===== src/rtl/uart_reg_master.sv =====
// Initiator side of the UART register protocol: serialises one register read/write
// into "S<idx>W<B0..Bn-1>" / "S<idx>R" bytes and collects the n-byte read reply.
module uart_reg_master #(
    parameter int NUM_BYTES_PER_REG = 4,
    parameter int TIMEOUT_CYCLES    = 1000000
) (
    input  logic                           clock,
    input  logic                           srst,
    input  logic                           cmd_valid,
    output logic                           cmd_ready,
    input  logic                           cmd_write,
    input  logic [7:0]                     cmd_index,
    input  logic [8*NUM_BYTES_PER_REG-1:0] cmd_wdata,
    output logic                           rsp_valid,
    output logic                           rsp_error,
    output logic [8*NUM_BYTES_PER_REG-1:0] rsp_rdata,
    output logic [7:0]                     uart_tx_value,
    output logic                           uart_tx_value_write,
    input  logic                           uart_tx_value_done,
    input  logic [7:0]                     uart_rx_value,
    input  logic                           uart_rx_value_ready
);

    localparam int NB    = NUM_BYTES_PER_REG;
    localparam int DW    = 8 * NB;
    localparam int POS_W = $clog2(NB + 3);
    localparam int TMR_W = $clog2(TIMEOUT_CYCLES + 1);

    localparam logic [POS_W-1:0] POS_LAST_READ  = POS_W'(2);
    localparam logic [POS_W-1:0] POS_LAST_WRITE = POS_W'(2 + NB);
    localparam logic [POS_W-1:0] RX_LAST        = POS_W'(NB - 1);
    localparam logic [TMR_W-1:0] TMR_START      = TMR_W'(1);
    localparam logic [TMR_W-1:0] TMR_LAST       = TMR_W'(TIMEOUT_CYCLES - 1);

    typedef enum logic [2:0] {
        ST_IDLE     = 3'd0,
        ST_TX_WRITE = 3'd1,
        ST_TX_WAIT  = 3'd2,
        ST_RX_WAIT  = 3'd3,
        ST_RESP     = 3'd4
    } state_t;

    state_t            state_q, state_d;
    logic [POS_W-1:0]  tx_pos_q, tx_pos_d;
    logic [POS_W-1:0]  rx_pos_q, rx_pos_d;
    logic [TMR_W-1:0]  timer_q, timer_d;
    logic              cmd_write_q, cmd_write_d;
    logic [7:0]        cmd_index_q, cmd_index_d;
    logic [DW-1:0]     cmd_wdata_q, cmd_wdata_d;
    logic [DW-1:0]     rbuf_q, rbuf_d;
    logic              cmd_ready_q, cmd_ready_d;
    logic              rsp_valid_q, rsp_valid_d;
    logic              rsp_error_q, rsp_error_d;
    logic [DW-1:0]     rsp_rdata_q, rsp_rdata_d;
    logic [7:0]        tx_value_q, tx_value_d;
    logic              tx_write_q, tx_write_d;

    logic [POS_W-1:0]  tx_pos_inc_s;
    logic [POS_W-1:0]  rx_pos_inc_s;
    logic [TMR_W-1:0]  timer_inc_s;

    assign tx_pos_inc_s = tx_pos_q + POS_W'(1);
    assign rx_pos_inc_s = rx_pos_q + POS_W'(1);
    assign timer_inc_s  = timer_q + TMR_W'(1);

    // Wire byte at position pos: 'S', index, 'W'/'R', then write data LSB first.
    function automatic logic [7:0] tx_byte(
        input logic [POS_W-1:0] pos,
        input logic             wr,
        input logic [7:0]       idx,
        input logic [DW-1:0]    wdata
    );
        logic [7:0] b;
        b = 8'h00;
        case (pos)
            POS_W'(0): b = 8'h53;
            POS_W'(1): b = idx;
            POS_W'(2): b = wr ? 8'h57 : 8'h52;
            default: begin
                for (int k = 0; k < NB; k++) begin
                    b = (pos == POS_W'(k + 3)) ? wdata[8*k +: 8] : b;
                end
            end
        endcase
        return b;
    endfunction

    // Next-state and registered-output computation for the transaction FSM.
    always_comb begin
        state_d     = state_q;
        tx_pos_d    = tx_pos_q;
        rx_pos_d    = rx_pos_q;
        timer_d     = timer_q;
        cmd_write_d = cmd_write_q;
        cmd_index_d = cmd_index_q;
        cmd_wdata_d = cmd_wdata_q;
        rbuf_d      = rbuf_q;
        cmd_ready_d = 1'b0;
        rsp_valid_d = 1'b0;
        rsp_error_d = 1'b0;
        rsp_rdata_d = '0;
        tx_value_d  = tx_value_q;
        tx_write_d  = 1'b0;
        case (state_q)
            ST_IDLE: begin
                if (cmd_valid && cmd_ready_q) begin
                    cmd_write_d = cmd_write;
                    cmd_index_d = cmd_index;
                    cmd_wdata_d = cmd_wdata;
                    tx_pos_d    = '0;
                    tx_value_d  = 8'h53;
                    tx_write_d  = 1'b1;
                    state_d     = ST_TX_WRITE;
                end else begin
                    cmd_ready_d = 1'b1;
                end
            end
            ST_TX_WRITE: begin
                state_d = ST_TX_WAIT;
            end
            ST_TX_WAIT: begin
                if (uart_tx_value_done) begin
                    if (cmd_write_q && (tx_pos_q == POS_LAST_WRITE)) begin
                        rsp_valid_d = 1'b1;
                        state_d     = ST_RESP;
                    end else if (!cmd_write_q && (tx_pos_q == POS_LAST_READ)) begin
                        rx_pos_d = '0;
                        timer_d  = TMR_START;
                        rbuf_d   = '0;
                        state_d  = ST_RX_WAIT;
                    end else begin
                        tx_pos_d   = tx_pos_inc_s;
                        tx_value_d = tx_byte(tx_pos_inc_s, cmd_write_q, cmd_index_q, cmd_wdata_q);
                        tx_write_d = 1'b1;
                        state_d    = ST_TX_WRITE;
                    end
                end else begin
                    state_d = ST_TX_WAIT;
                end
            end
            ST_RX_WAIT: begin
                // A byte arriving on the expiry cycle takes priority over the timeout.
                if (uart_rx_value_ready) begin
                    for (int k = 0; k < NB; k++) begin
                        rbuf_d[8*k +: 8] = (rx_pos_q == POS_W'(k)) ? uart_rx_value : rbuf_q[8*k +: 8];
                    end
                    if (rx_pos_q == RX_LAST) begin
                        rsp_valid_d = 1'b1;
                        rsp_rdata_d = rbuf_d;
                        state_d     = ST_RESP;
                    end else begin
                        rx_pos_d = rx_pos_inc_s;
                        timer_d  = TMR_START;
                    end
                end else if (timer_q == TMR_LAST) begin
                    rsp_valid_d = 1'b1;
                    rsp_error_d = 1'b1;
                    state_d     = ST_RESP;
                end else begin
                    timer_d = timer_inc_s;
                end
            end
            ST_RESP: begin
                cmd_ready_d = 1'b1;
                state_d     = ST_IDLE;
            end
            default: begin
                state_d = ST_IDLE;
            end
        endcase
    end

    // State and output registers with synchronous reset.
    always_ff @(posedge clock) begin
        if (srst) begin
            state_q     <= ST_IDLE;
            tx_pos_q    <= '0;
            rx_pos_q    <= '0;
            timer_q     <= '0;
            cmd_write_q <= 1'b0;
            cmd_index_q <= 8'h00;
            cmd_wdata_q <= '0;
            rbuf_q      <= '0;
            cmd_ready_q <= 1'b0;
            rsp_valid_q <= 1'b0;
            rsp_error_q <= 1'b0;
            rsp_rdata_q <= '0;
            tx_value_q  <= 8'h00;
            tx_write_q  <= 1'b0;
        end else begin
            state_q     <= state_d;
            tx_pos_q    <= tx_pos_d;
            rx_pos_q    <= rx_pos_d;
            timer_q     <= timer_d;
            cmd_write_q <= cmd_write_d;
            cmd_index_q <= cmd_index_d;
            cmd_wdata_q <= cmd_wdata_d;
            rbuf_q      <= rbuf_d;
            cmd_ready_q <= cmd_ready_d;
            rsp_valid_q <= rsp_valid_d;
            rsp_error_q <= rsp_error_d;
            rsp_rdata_q <= rsp_rdata_d;
            tx_value_q  <= tx_value_d;
            tx_write_q  <= tx_write_d;
        end
    end

    assign cmd_ready           = cmd_ready_q;
    assign rsp_valid           = rsp_valid_q;
    assign rsp_error           = rsp_error_q;
    assign rsp_rdata           = rsp_rdata_q;
    assign uart_tx_value       = tx_value_q;
    assign uart_tx_value_write = tx_write_q;

endmodule


===== config.mk =====
export PLATFORM = sky130hd
export DESIGN_NAME = uart_reg_master
export DESIGN_NICKNAME = d
export VERILOG_FILES = /design/src/rtl/uart_reg_master.sv
export SDC_FILE = /design/constraint.sdc
export NUM_CORES = 1
export LEC_CHECK = 0
export ABC_AREA = 0
export CORE_ASPECT_RATIO = 2
export CORE_MARGIN = 5
export CORE_UTILIZATION = 40
export CTS_BUF_LIST = sky130_fd_sc_hd__clkbuf_2
export DETAILED_ROUTE_END_ITERATION = 8
export GPL_ROUTABILITY_DRIVEN = 0
export MAX_ROUTING_LAYER = met4
export PLACE_DENSITY_LB_ADDON = 0.25
export SLEW_MARGIN = 20
export SYNTH_ARGS = -nofsm -noshare
export SYNTH_HDL_FRONTEND = slang
export SYNTH_SLANG_ARGS = --single-unit

===== constraint.sdc =====
create_clock -name clock -period 2.2 [get_ports clock]
set_input_delay 0.44 -clock clock [delete_from_list [all_inputs] [get_ports clock]]
set_output_delay 0.44 -clock clock [all_outputs]
set_load 0.01 [all_outputs]

==> flow_summary.json <==
{
  "status": "finished clean",
  "nNetsFinal": 939,
  "leakage_nw": 2.64,
  "antenna_found_initial": 1,
  "clkPwrFrac_pct": 32.9,
  "clock_sinks": 138,
  "synth_top_area_share_pct": 45.2,
  "wl_per_cell_um": 14.6,
  "die_x_um": 97.4,
  "drt_iter0_drc": 322,
  "drc": 0,
  "power_density_nw_per_um2": 586,
  "clock.fmax_mhz": 484,
  "p_sw_mw": 1.20,
  "r2r_slack_ps": 130,
  "rows": 64,
  "vdd_drop_max_uv": 331,
  "cts_tree": "done",
  "portBuffers": 97,
  "slew_headroom_pct": 51.8,
  "worstSkewPairLatency_ps": 690,
  "numCtsBuffers": 17,
  "cts-root-buf": "clkbuf_2",
  "use_met1_pct": 22.0,
  "cts_max_level": 4,
  "synth-edff-count": 0,
  "finalHoldViolations": 0,
  "maxCapViolations": 0,
  "grt_pass1_wl_mm": 25.8,
  "die_y_um": 185,
  "worstPathMaxFanout": 7,
  "yosysUniqueCellTypes": 64,
  "coreArea_um2": 15100,
  "tightest_slew_ps": 722,
  "post_cts_buffers": 0,
  "total_power_mw": 4.48,
  "ys_dominant_reg_cell": "dfxtp_1",
  "hp-class": "primary input to register",
  "critPathRequiredTime_ps": 2810,
  "synth.area.top_cells": "dfxtp_1 (45%), nand2_1 (12%), a21oi_1 (9.0%), o21ai_0 (3.4%), o21a_1 (3.1%)",
  "grt_pass1_vias": 5383,
  "cp-start-kind": "register",
  "max_stage_delay_ps": 610,
  "fin_crit_sh_pct": 93.9,
  "synthesis.nets": 841,
  "rr_worst_depth": 7,
  "antenna_left": 0,
  "vias": 5643,
  "cts_resized": 0,
  "synth.most_common_cell": "nand2_1",
  "drt-pass1-iter-count": 5,
  "overflow": 0,
  "final-max-slew-violation-count": 0,
  "syn_inst": 776,
  "vias_per_cell": 5.20,
  "seq_area_frac_synth_pct": 45.2,
  "dpl.hpwl_mm": 11.0,
  "crit_start": "timer_q[1]",
  "crit_slowest_cell": "or4_1",
  "setup_violations": 0,
  "critical_path_class": "register to register",
  "clockBufferDepth": 2,
  "reg2reg_to": "state_q[2]",
  "grt_max_degree": 62,
  "io_pins": 98,
  "setup_tns_ps": 0,
  "crit_end": "state_q[2]",
  "initial_core_util_pct": 40.4,
  "fin_skew_ps": 33.2,
  "path_common_cell": "nand2_1",
  "setup_slack_ps": 134,
  "dp_slack_ps": -42.0,
  "crit_chain": "ha_1, and3_2, nand2_1, or4_1, nand2_1, a2bb2oi_1, nor3_1",
  "period_needed_ps": 2070,
  "ys_ff_latch": 138,
  "cts.clk_slew.worst_paths_ps": 210,
  "area_growth_pct": 25.1,
  "arrival_ps": 2670,
  "grt.met3_usage_pct": 4.33,
  "pwr-share-seq_pct": 58.0,
  "grt_util_all_layers_pct": 18.0,
  "routed_wl_mm": 15.9,
  "grt-busiest-layer": "met2",
  "postCtsHoldBufs": 0,
  "combPwrFrac_pct": 9.1,
  "rr_startpoint": "timer_q[1]",
  "p_int_mw": 3.28,
  "synth_commonest_cells": "nand2_1 (203), dfxtp_1 (138), a21oi_1 (110)",
  "async_reset_ff_share_pct": 0,
  "synth_area_leader_cell": "dfxtp_1",
  "syn-mean-instance-area_um2": 7.88,
  "endpoint_kind": "register",
  "drive_above_1_share_pct": 10.4,
  "swShare_pct": 26.8,
  "yosysWarnings": 0,
  "timing.hold.worst_path_depth": 4,
  "grt.met2_usage_pct": 29.1,
  "die-area_um2": 18000,
  "netlist_area_um2": 6110
}
flip-flops by register name, indices dropped and copies added (netlist names):
name                 flops
cmd_index_q              8
cmd_ready                1
cmd_wdata_q             32
cmd_write_q              1
rbuf_q                  24
rsp_error                1
rsp_rdata               32
rsp_valid                1
rx_pos_q                 3
state_q                  3
timer_q                 20
tx_pos_q                 3
uart_tx_value            8
uart_tx_value_write      1
layout make-up:
type / count / area [um2]
antenna: 1 / 2.50
clock buffer: 18 / 90.1
clock inverter: 13 / 144
fill: 1439 / 7480
inverter: 6 / 22.5
multi-input combinational: 575 / 3090
sequential: 138 / 2770
tap: 198 / 248
timing repair buffer: 136 / 1280
power groups by stage:
stage                     clock (mW)  sequential, mW  combinational, mW
after detailed placement           0            2.65              0.408
after global routing            1.63            2.61              0.448
after floorplan                    0            2.64              0.209
final                           1.47            2.60              0.408
after CTS                       1.53            2.60              0.410
after global placement             0            2.65              0.402
critical path, delay by kind of cell (launching register included):
kind,cells,cell delay (ps)
and+or+nand+nor,5,1300
DFF,1,410
adders and majority gates,1,200
AOI/OAI and AO/OA,1,90
logic make-up after synthesis:
logic type      after synthesis  share of synthesized area, %
buf+inv                      63                          4.40
compound gates              230                          22.6
simple gates                328                          24.6
xor+xnor                      6                         0.982
flops                       138                          45.2
fa+ha+maj                    11                          2.25
how the worst min path moves through the flow:
stage	slack, ps	end	start
floorplan	430	cmd_wdata_q[27]	cmd_wdata_q[27]
global placement	440	cmd_wdata_q[31]	cmd_wdata_q[31]
detailed placement	450	cmd_wdata_q[31]	cmd_wdata_q[31]
CTS	120	timer_q[3]	srst
global route	130	timer_q[6]	srst
finish	180	timer_q[3]	srst
metrics by stage:
stage          cells  hold WS [ps]  cell area, um2  utilization [%]
5_1_grt         1085           134            7650             50.5
6_report        1085           175            7650             50.5
4_1_cts         1084           120            7640             50.5
3_5_place_dp    1053           447            7400             48.9
2_1_floorplan    776           431            6110                -
3_3_place_gp    1053           441            7400             48.9
placed cells by master, fill, tap and decap left out, drive strengths merged, types with 6 or more instances in the layout:
cell,n
o211ai,11
a21oi,110
o21ai,43
clkdlybuf4s50,96
or4,7
nand2,203
ha,11
buf,40
o21a,25
clkbuf,18
dfxtp,138
nor2,33
nand2b,7
and2,13
nor2b,6
clkinv,6
nand3,22
nor3,6
inv,8
metal layers:
layer / wire length [um] / vias up
met1: 7260 / 2609
met2: 7590 / 140
li1: - / 2869
met5: 0 / -
met4: 316 / 0
met3: 692 / 25
Power figures use the tool's default switching activity.
==> RTL edit (same flow settings) <==
Encoding of `state_t`: now one-hot (5 bits for 5 states).
--- a/src/rtl/uart_reg_master.sv
+++ b/src/rtl/uart_reg_master.sv
@@ -34,8 +34,8 @@
 
-    typedef enum logic [2:0] {
-        ST_IDLE     = 3'd0,
-        ST_TX_WRITE = 3'd1,
-        ST_TX_WAIT  = 3'd2,
-        ST_RX_WAIT  = 3'd3,
-        ST_RESP     = 3'd4
+    typedef enum logic [4:0] {
+        ST_IDLE     = 5'b00001,
+        ST_TX_WRITE = 5'b00010,
+        ST_TX_WAIT  = 5'b00100,
+        ST_RX_WAIT  = 5'b01000,
+        ST_RESP     = 5'b10000
     } state_t;
Function: same outputs for any inputs over 10 cycles, from zero or initial values and one cycle with srst high; not proved beyond that.
==> RTL edit against the unedited design <==
  * The run now ends with negative setup slack left
  * Final area is 1.1% higher
  * Global-route usage is 0.93 points higher
  * Critical path type unchanged
  * Wire length is 0.84% lower
  * Worst setup slack worse by 210 ps
  * Area after synthesis is 3.4% lower
  * Largest cell class unchanged
  * Total power is 14% higher
  * Sequential cell count is 2 higher
  * Critical endpoint is now timer_q[15]
  * Combinational power is 97% higher
==> RTL edit: results (changes against the unedited design) <==
- FF/Latch Area: 2809 sq um (+1.6%)
- Worst-path cell with the longest stage delay: or4_4
- Filler cells: 1467 (+1.9%)
- Violated checks: negative setup slack
- Fraction of layout cells with a size suffix above 1: 0.1336 (+0.02980)
- Inverters, non-clock: 10 (+4)
- Largest net degree at the start of global routing: 60 (-3.2%)
- Library cells used by synthesis: 52 (-19%)
- Metal3 WL: 883 microns (+28%)
- Clkbuf count: 19 (+1)
- Critical Path Max Stage Delay: 540 ps (-70 ps)
- Multi-input combinational area share: 0.3797 (-0.02479)
- Final worst setup slack: -72.99 ps (-207.0 ps)
- First-pass iteration count of the detailed router: 7 (+2)
- M3 GR Usage: 0.04187 (-0.001473)
- Routed length per instance: 14.78 microns (+1.1%)
- Bufs w/o clock: 156 (+15%)
- Count of multi-input gates: 530 (-7.8%)
- GRT met2 Usage: 0.2886 (-0.002277)
- Fin Hold WS: 100.0 ps (-75.26 ps)
- Clk cell area share: 0.03072 (+0.0001390)
- Crit path DAT: 2890 ps (+220 ps)
- Worst Tran Pin Value: 705.2 ps (-16.58 ps)
- Worst Setup SP: timer_q[10]
- Ys Warns: 0 (unchanged)
- Hold endpoint: cmd_ready
- NonClk Buf Share: 0.1898 (+0.02203)
- Die area: 17450 sq um (-3.1%)
- Number of global-route vias before repair: 5261 (-2.3%)
- R2R depth: 7 (unchanged)
- Setup Total Neg Slack: -178.5 ps (-178.5 ps)
- Final setup fails: 6 (+6)
- Hold depth: 2 (-2)
- Outcome: finished, violations left
- Ranking of synthesized cells by area: dfxtp_1 (47%), nand2_1 (10%), a21oi_1 (8.4%)
- DPL Wire Length: 10.79 mm (-2.1%)
- Clk_skew: 48.16 ps (+14.93 ps)
- Cell count after synthesis: 733 (-5.5%)
- Seq_cells: 140 (+1.4%)
- Fin nets: 920 (-2.0%)
- Reg2Reg Setup Slack: -70 ps (-210 ps)
- Met1 usage: 0.2516 (+0.03175)
- Placed insts: 1023 (-2.8%)
- Finished Core Util: 0.5277 (+0.02228)
- Seq/Total Area, Yosys: 0.4745 (+0.02266)
- Total Routing Usage GR: 0.1894 (+0.009274)
- Detail-routed via count per cell: 5.222 (+0.40%)
- Post-DP Area: 7347 sq um (-0.74%)
- Met2 WL: 7.489 mm (-1.4%)
- Static Leak: 0.002737 uW (+3.6%)
- Synth Net Count: 798 (-5.1%)
- Top layer used by detailed routing: met4
- First-pass GRT wire length: 25.72 mm (-0.43%)
- Post-synth top cells: nand2_1 (165), dfxtp_1 (140), a21oi_1 (99)
- Peak VDD IR: 0.5825 mV (+76%)
## RTL edit: changes by cell type in the layout (fill, tap and decap cells not counted), sizes merged, moves of 7 or more
cell / unedited run / this run
a211oi: 5 / 13
a21oi: 110 / 101
a31oi: 5 / 13
a32oi: 1 / 25
buf: 40 / 60
nand2: 203 / 166
nand3: 22 / 14
nor2: 33 / 60
o211ai: 11 / 2
o21a: 25 / 0
o21ai: 43 / 17
or3: 4 / 11
## RTL edit: kinds of logic after synthesis
group,synth area share
AND/OR/NAND/NOR,0.2478
multiplexers,0.005507
adder cells (fa/ha/maj),0.02330
buffers and inverters,0.04109
flip-flops,0.4745
AO/OA/AOI/OAI,0.1989
XOR/XNOR,0.008898
## RTL edit: repair_timing
item / CTS / global route
gates resized for setup: 3 / 21
setup buffers: 3 / 5
hold buffers: 0 / 0
endpoints found under the setup margin: 13 / 21
pin swaps: 2 / 11
## RTL edit: report_power, final
part	switching, uW	internal [uW]	total, uW
Sequential	111	2690	2800
Combinational	435	368	804
Clock	960	538	1500
Total	1510	3600	5100
